**src/rtl/regfile_wb_arbiter_pkg.sv**
```systemverilog
// Shared widths and types for the register-file write-back arbiter.
// Single source of the data width and register address width used by every file.
package regfile_wb_arbiter_pkg;

  localparam int DEF_WORD_WIDTH = 32;
  localparam int REG_ADDR_WIDTH = 5;

  typedef logic [REG_ADDR_WIDTH-1:0] reg_addr_t;

endpackage

```
**src/rtl/regfile_wb_arbiter_wb_fifo.sv**
```systemverilog
// Long-latency result queue: DEPTH {addr,data} entries with per-entry valid bits and address matching.
// Pop data is visible combinationally at the head; a push is dropped when full, a pop when empty.
module regfile_wb_arbiter_wb_fifo
  import regfile_wb_arbiter_pkg::*;
#(
  parameter int WORD_WIDTH = DEF_WORD_WIDTH,
  parameter int DEPTH      = 4,
  localparam int PW        = $clog2(DEPTH),
  localparam int CW        = PW + 1
) (
  input  logic                  clk,
  input  logic                  rst_n,
  input  logic                  push,
  input  reg_addr_t             push_addr,
  input  logic [WORD_WIDTH-1:0] push_data,
  input  logic                  pop,
  output reg_addr_t             head_addr,
  output logic [WORD_WIDTH-1:0] head_data,
  output logic                  empty,
  output logic                  full,
  output logic [CW-1:0]         count,
  input  reg_addr_t             match_addr1,
  input  reg_addr_t             match_addr2,
  input  reg_addr_t             match_addr3,
  output logic                  match1,
  output logic                  match2,
  output logic                  match3
);

  reg_addr_t             addr_mem [DEPTH];
  logic [WORD_WIDTH-1:0] data_mem [DEPTH];
  logic [DEPTH-1:0]      valid;
  logic [PW-1:0]         head;
  logic [PW-1:0]         tail;
  logic [CW-1:0]         count_q;
  logic                  do_push;
  logic                  do_pop;

  assign empty     = (count_q == '0);
  assign full      = (count_q == CW'(DEPTH));
  assign count     = count_q;
  assign do_push   = push && !full;
  assign do_pop    = pop && !empty;
  assign head_addr = addr_mem[head];
  assign head_data = data_mem[head];

  // Pointers are exactly PW bits wide, so increments wrap modulo DEPTH.
  always_ff @(posedge clk or negedge rst_n) begin
    if (!rst_n) begin
      head    <= '0;
      tail    <= '0;
      count_q <= '0;
      valid   <= '0;
      for (int i = 0; i < DEPTH; i++) begin
        addr_mem[i] <= '0;
        data_mem[i] <= '0;
      end
    end else begin
      if (do_push) begin
        addr_mem[tail] <= push_addr;
        data_mem[tail] <= push_data;
        valid[tail]    <= 1'b1;
        tail           <= tail + PW'(1);
      end
      if (do_pop) begin
        valid[head] <= 1'b0;
        head        <= head + PW'(1);
      end
      case ({do_push, do_pop})
        2'b10:   count_q <= count_q + CW'(1);
        2'b01:   count_q <= count_q - CW'(1);
        default: count_q <= count_q;
      endcase
    end
  end

  always_comb begin
    match1 = 1'b0;
    match2 = 1'b0;
    match3 = 1'b0;
    for (int i = 0; i < DEPTH; i++) begin
      if (valid[i] && (addr_mem[i] == match_addr1)) match1 = 1'b1;
      if (valid[i] && (addr_mem[i] == match_addr2)) match2 = 1'b1;
      if (valid[i] && (addr_mem[i] == match_addr3)) match3 = 1'b1;
    end
  end

endmodule

```
**src/rtl/regfile_wb_arbiter.sv**
```systemverilog
// Merges ALU (1 cycle) and queued long-latency results onto the single register-file write port.
// ALU always wins; memReady drops only when the queue is full; pending flags stall decode.
module regfile_wb_arbiter
  import regfile_wb_arbiter_pkg::*;
#(
  parameter int WORD_WIDTH = DEF_WORD_WIDTH,
  parameter int DEPTH      = 4
) (
  input  logic                      clk,
  input  logic                      rst_n,
  input  logic                      aluWrite,
  input  logic [REG_ADDR_WIDTH-1:0] aluAddr,
  input  logic [WORD_WIDTH-1:0]     aluData,
  input  logic                      memValid,
  input  logic [REG_ADDR_WIDTH-1:0] memAddr,
  input  logic [WORD_WIDTH-1:0]     memData,
  output logic                      memReady,
  input  logic [REG_ADDR_WIDTH-1:0] regReadAddr1,
  input  logic [REG_ADDR_WIDTH-1:0] regReadAddr2,
  output logic                      pending1,
  output logic                      pending2,
  output logic [REG_ADDR_WIDTH-1:0] regWriteAddr,
  output logic [WORD_WIDTH-1:0]     dataToWrite,
  output logic                      toWrite,
  output logic [$clog2(DEPTH):0]    count,
  output logic                      orderErr
);

  logic                  alu_req;
  logic                  push;
  logic                  pop;
  logic                  fifo_empty;
  logic                  fifo_full;
  logic                  hit1;
  logic                  hit2;
  logic                  hit_alu;
  reg_addr_t             head_addr;
  logic [WORD_WIDTH-1:0] head_data;

  // Writes to $0 are dropped at the source: an ALU request to $0 is no request at all,
  // and a long-latency handshake to $0 completes without being enqueued.
  assign alu_req  = aluWrite && (aluAddr != '0);
  assign memReady = !fifo_full;
  assign push     = memValid && memReady && (memAddr != '0);
  assign pop      = !alu_req && !fifo_empty;

  regfile_wb_arbiter_wb_fifo #(
    .WORD_WIDTH (WORD_WIDTH),
    .DEPTH      (DEPTH)
  ) u_wb_fifo (
    .clk         (clk),
    .rst_n       (rst_n),
    .push        (push),
    .push_addr   (memAddr),
    .push_data   (memData),
    .pop         (pop),
    .head_addr   (head_addr),
    .head_data   (head_data),
    .empty       (fifo_empty),
    .full        (fifo_full),
    .count       (count),
    .match_addr1 (regReadAddr1),
    .match_addr2 (regReadAddr2),
    .match_addr3 (aluAddr),
    .match1      (hit1),
    .match2      (hit2),
    .match3      (hit_alu)
  );

  always_ff @(posedge clk or negedge rst_n) begin
    if (!rst_n) begin
      toWrite      <= 1'b0;
      regWriteAddr <= '0;
      dataToWrite  <= '0;
      orderErr     <= 1'b0;
    end else begin
      if (alu_req) begin
        toWrite      <= 1'b1;
        regWriteAddr <= aluAddr;
        dataToWrite  <= aluData;
      end else if (!fifo_empty) begin
        toWrite      <= 1'b1;
        regWriteAddr <= head_addr;
        dataToWrite  <= head_data;
      end else begin
        toWrite <= 1'b0;
      end
      // An ALU write overtaking a queued write to the same register reverses WAW order.
      if (alu_req && hit_alu) orderErr <= 1'b1;
    end
  end

  assign pending1 = (regReadAddr1 != '0) &&
                    (hit1 || (toWrite && (regWriteAddr == regReadAddr1)));
  assign pending2 = (regReadAddr2 != '0) &&
                    (hit2 || (toWrite && (regWriteAddr == regReadAddr2)));

endmodule
```
**config.mk**
```make
export PLATFORM = sky130hd
export DESIGN_NAME = regfile_wb_arbiter
export DESIGN_NICKNAME = d
export VERILOG_FILES = /design/src/rtl/regfile_wb_arbiter_pkg.sv /design/src/rtl/regfile_wb_arbiter_wb_fifo.sv /design/src/rtl/regfile_wb_arbiter.sv
export SDC_FILE = /design/constraint.sdc
export NUM_CORES = 1
export LEC_CHECK = 0
export CAP_MARGIN = 20
export CORE_MARGIN = 1.5
export CORE_UTILIZATION = 45
export CTS_CLUSTER_DIAMETER = 120
export DETAILED_ROUTE_END_ITERATION = 12
export PLACE_DENSITY_LB_ADDON = 0.25
export SLEW_MARGIN = 40
export SYNTH_ARGS = -nofsm -noshare
export SYNTH_HDL_FRONTEND = slang
export SYNTH_SLANG_ARGS = --single-unit
```
**constraint.sdc**
```tcl
create_clock -name clk -period 4.43 [get_ports clk]
set_input_delay 0.886 -clock clk [delete_from_list [all_inputs] [get_ports clk]]
set_output_delay 0.886 -clock clk [all_outputs]
set_load 0.03 [all_outputs]
```
==> out/qor.txt <==
Layout cells sized above 1 - 28.33%
Maxcap violations - 0
Commonest non-fill, non-tap cell in the layout - dfrtp_1
Synthesis-to-layout area growth - 21.89%
CP max stage cell - clkdlybuf4s50_1
Peak Freq - 0.2464 GHz
Relative slew margins - 49.90%
Vias/cell - 5.519
Final min period - 4059 ps
Sink Count - 198
Clk slew on worst S/H paths - 70 ps
Initial Utilization - 45.98%
Post-synth top area cell - dfrtp_1
#FFs+latches synth - 198
Crit share post-route - 91.63%
Mapped Cells - 700
Largest net degree at the start of global routing - 80
Gr usage total - 22.00%
# setup viols final - 0
Crit path buf inv count - 2
CP cell instances - clkdlybuf4s50_1, xor2_1, nor4_1, nand3_1, o311ai_0, o22a_1, clkdlybuf4s50_1
Nature of the critical path startpoint - primary input
Core Region - 21020 um^2
Syn_nets - 798
Routed len/inst - 21.21 um
First-pass GRT wire length - 37000 um
Worst Max-Slew Pin Slew - 751.5 ps
Hold buffers post-CTS - 0
CTS Buf Count - 17
Syn avg cell area - 13.81 um^2
Post-synth top area share - 51.26%
CTS H-tree depth - 4
PostCTS Resize Cnt - 0
Fin Setup TNS - 0 ps
CP top delay family - buffers and inverters
Kind of critical path - primary input to output port
Crit path max fanout - 6
Total gr overflow - 0
# fillers - 1682
Detailed Routing Iterations Pass 1 - 4
RSZ-0062 raised after global routing - false
Setup Buffers After CTS - 0
Final wirelength - 23350 um
Hpwl dp - 15770 um
Clock Tree Root - clkbuf_16
Most frequent cells in the layout - dfrtp_1, mux2_2, clkdlybuf4s50_1
CTS tree - built
Top cell by count, worst path - clkdlybuf4s50_1
Final Skew - 11.15 ps
Crit path largest cell delay - 670 ps
Gpl congestion - 0.8903
Static Leak - 4.838 nW
Status - finished, final reports clean
Critical Path AT - 3170 ps
DIE AREA - 22370 um^2
Mapped Area - 9666 um^2
Synth unique cells - 36
Warning count from the yosys run - 0
Final Hold Fails - 0
Final non-filler cell total - 1101
Cell Pwr Density - 758.5 nW/um^2
Clock Path Buffers - 2
CP endpoint kind - output port
Pins Over Slew Limit - 0
Worst R2R Path Depth - 6
Post-synthesis sequential area ratio - 51.26%
FP Rows - 53
Routed via count - 6076
NumNets Final - 911
Drt drc - 0
Latest clock arrival within the worst-skew pair - 430 ps
Initial DRC count - 344
Die height - 149.6 um
Placed Cells incl. Taps - 1069
Post-route ant nets - 0
Die Wd - 149.6 um
Peak VDD IR - 0.0003678 V
Hold Crit Class - primary input to asynchronous set/reset pin
Worst Path Required - 3540 ps
Initial antenna violation count - 0
IO Pins - 133
Antenna cell count - 0
# port buffers - 132
Synth top area cells - dfrtp_1, mux2_2, mux4_2
Vias in the first global route - 6693
Stages on worst setup path - 7
==> power breakdown <==
group          total (mW)  internal, mW  leakage (nW)  switching (mW)
clock network        1.56         0.861         0.278           0.694
logic                3.80          2.13          2.21            1.68
registers            3.58          2.73          2.35           0.848
==> through the flow <==
| stage | utilization, % | hold slack, ps | area (um^2) | setup slack (ps) | power, mW |
|---|---|---|---|---|---|
| after detailed placement | 53.23 | 488.2 | 11190 | 400.7 | 7.444 |
| after global routing | 56.04 | 515.2 | 11780 | 290.1 | 9.452 |
| after CTS | 56.04 | 502.5 | 11780 | 383.2 | 9.032 |
| final | 56.04 | 488.5 | 11780 | 370.8 | 8.937 |
| after global placement | 53.22 | 480.4 | 11190 | 397.1 | 7.228 |
| after floorplan | - | 473.8 | 9666 | 1381 | 6.123 |
==> routing by layer <==
| layer | wire [um] | part of all wire, % | track usage (%) |
|---|---|---|---|
| met2 | 12280 | 53 | 38.96 |
| met5 | 0 | 0 | 0 |
| met4 | 376 | 1.6 | 6.436 |
| met1 | 9634 | 41 | 27.17 |
| met3 | 1062 | 4.5 | 4.299 |
==> worst register-to-register path, delay by kind of cell (launching register included) <==
family          cells  cell delay, ps
flops               1             430
mux                 1             360
buf+inv             1             310
simple gates        3            1120
compound gates      1              90
==> sequential cells by signal, summed over array words and instances, names as in the netlist <==
name	count
dataToWrite	32
u_wb_fifo.tail	2
u_wb_fifo.data_mem	128
regWriteAddr	5
toWrite	1
u_wb_fifo.count	3
orderErr	1
u_wb_fifo.head	2
u_wb_fifo.addr_mem	20
u_wb_fifo.valid	4
==> cell usage after synthesis <==
cell / number
dfrtp_1: 198
mux2_2: 145
xor2_1: 49
nand2_1: 43
mux2i_1: 38
mux4_2: 37
o21ai_1: 37
xnor2_1: 26
buf_2: 17
clkbuf_1: 17
nand3_1: 12
inv_1: 11
nor4_1: 11
buf_6: 10
ha_1: 9
buf_4: 5
nand4_1: 4
a22oi_1: 3
mux2_1: 3
or4_1: 3
a21oi_1: 2
nor2_1: 2
nor3_1: 2
o21ai_0: 2
o22a_1: 2
o31ai_1: 2
a21o_1: 1
a21oi_4: 1
buf_1: 1
fa_1: 1
nand2_2: 1
nand2b_1: 1
nor2_8: 1
o21a_1: 1
o311ai_0: 1
or3b_1: 1
==> cell type report <==
class	count	area (um^2)	share of cell area, %
flip-flops and latches	198	4960	42.10
clock buffers	21	450.4	3.823
multi-input cells	441	4380	37.18
repair buffers	144	1465	12.44
clock inverters	11	140.1	1.189
inverters	11	41.29	0.3505
well taps	275	344.1	2.921
==> worst paths after layout <==
check / from / slack (ps) / end
hold / removal: rst_n / 490 / u_wb_fifo.data_mem[18]$_DFFE_PN0P_
hold reg to reg: u_wb_fifo.data_mem[23]$_DFFE_PN0P_ / 500 / u_wb_fifo.data_mem[23]$_DFFE_PN0P_
setup reg to reg: u_wb_fifo.count[0]$_DFFE_PN0P_ / 2010 / u_wb_fifo.data_mem[35]$_DFFE_PN0P_
max in group asynchronous: rst_n / 2900 / u_wb_fifo.valid[1]$_DFF_PN0_
setup / recovery: regReadAddr1[3] / 370 / pending1
min in group clk: u_wb_fifo.data_mem[23]$_DFFE_PN0P_ / 500 / u_wb_fifo.data_mem[23]$_DFFE_PN0P_
==> cells by family after synthesis <==
kind of cell	count (synthesis)	synth area share (%)
xor gates and xnor gates	75	6.796
DFF	198	51.26
adders and majority gates	10	1.372
and+or+nand+nor	81	4.104
buffers and inverters	61	3.560
AOI/OAI and AO/OA	52	3.107
muxes	223	29.80
(Power assumes the default switching activity.)
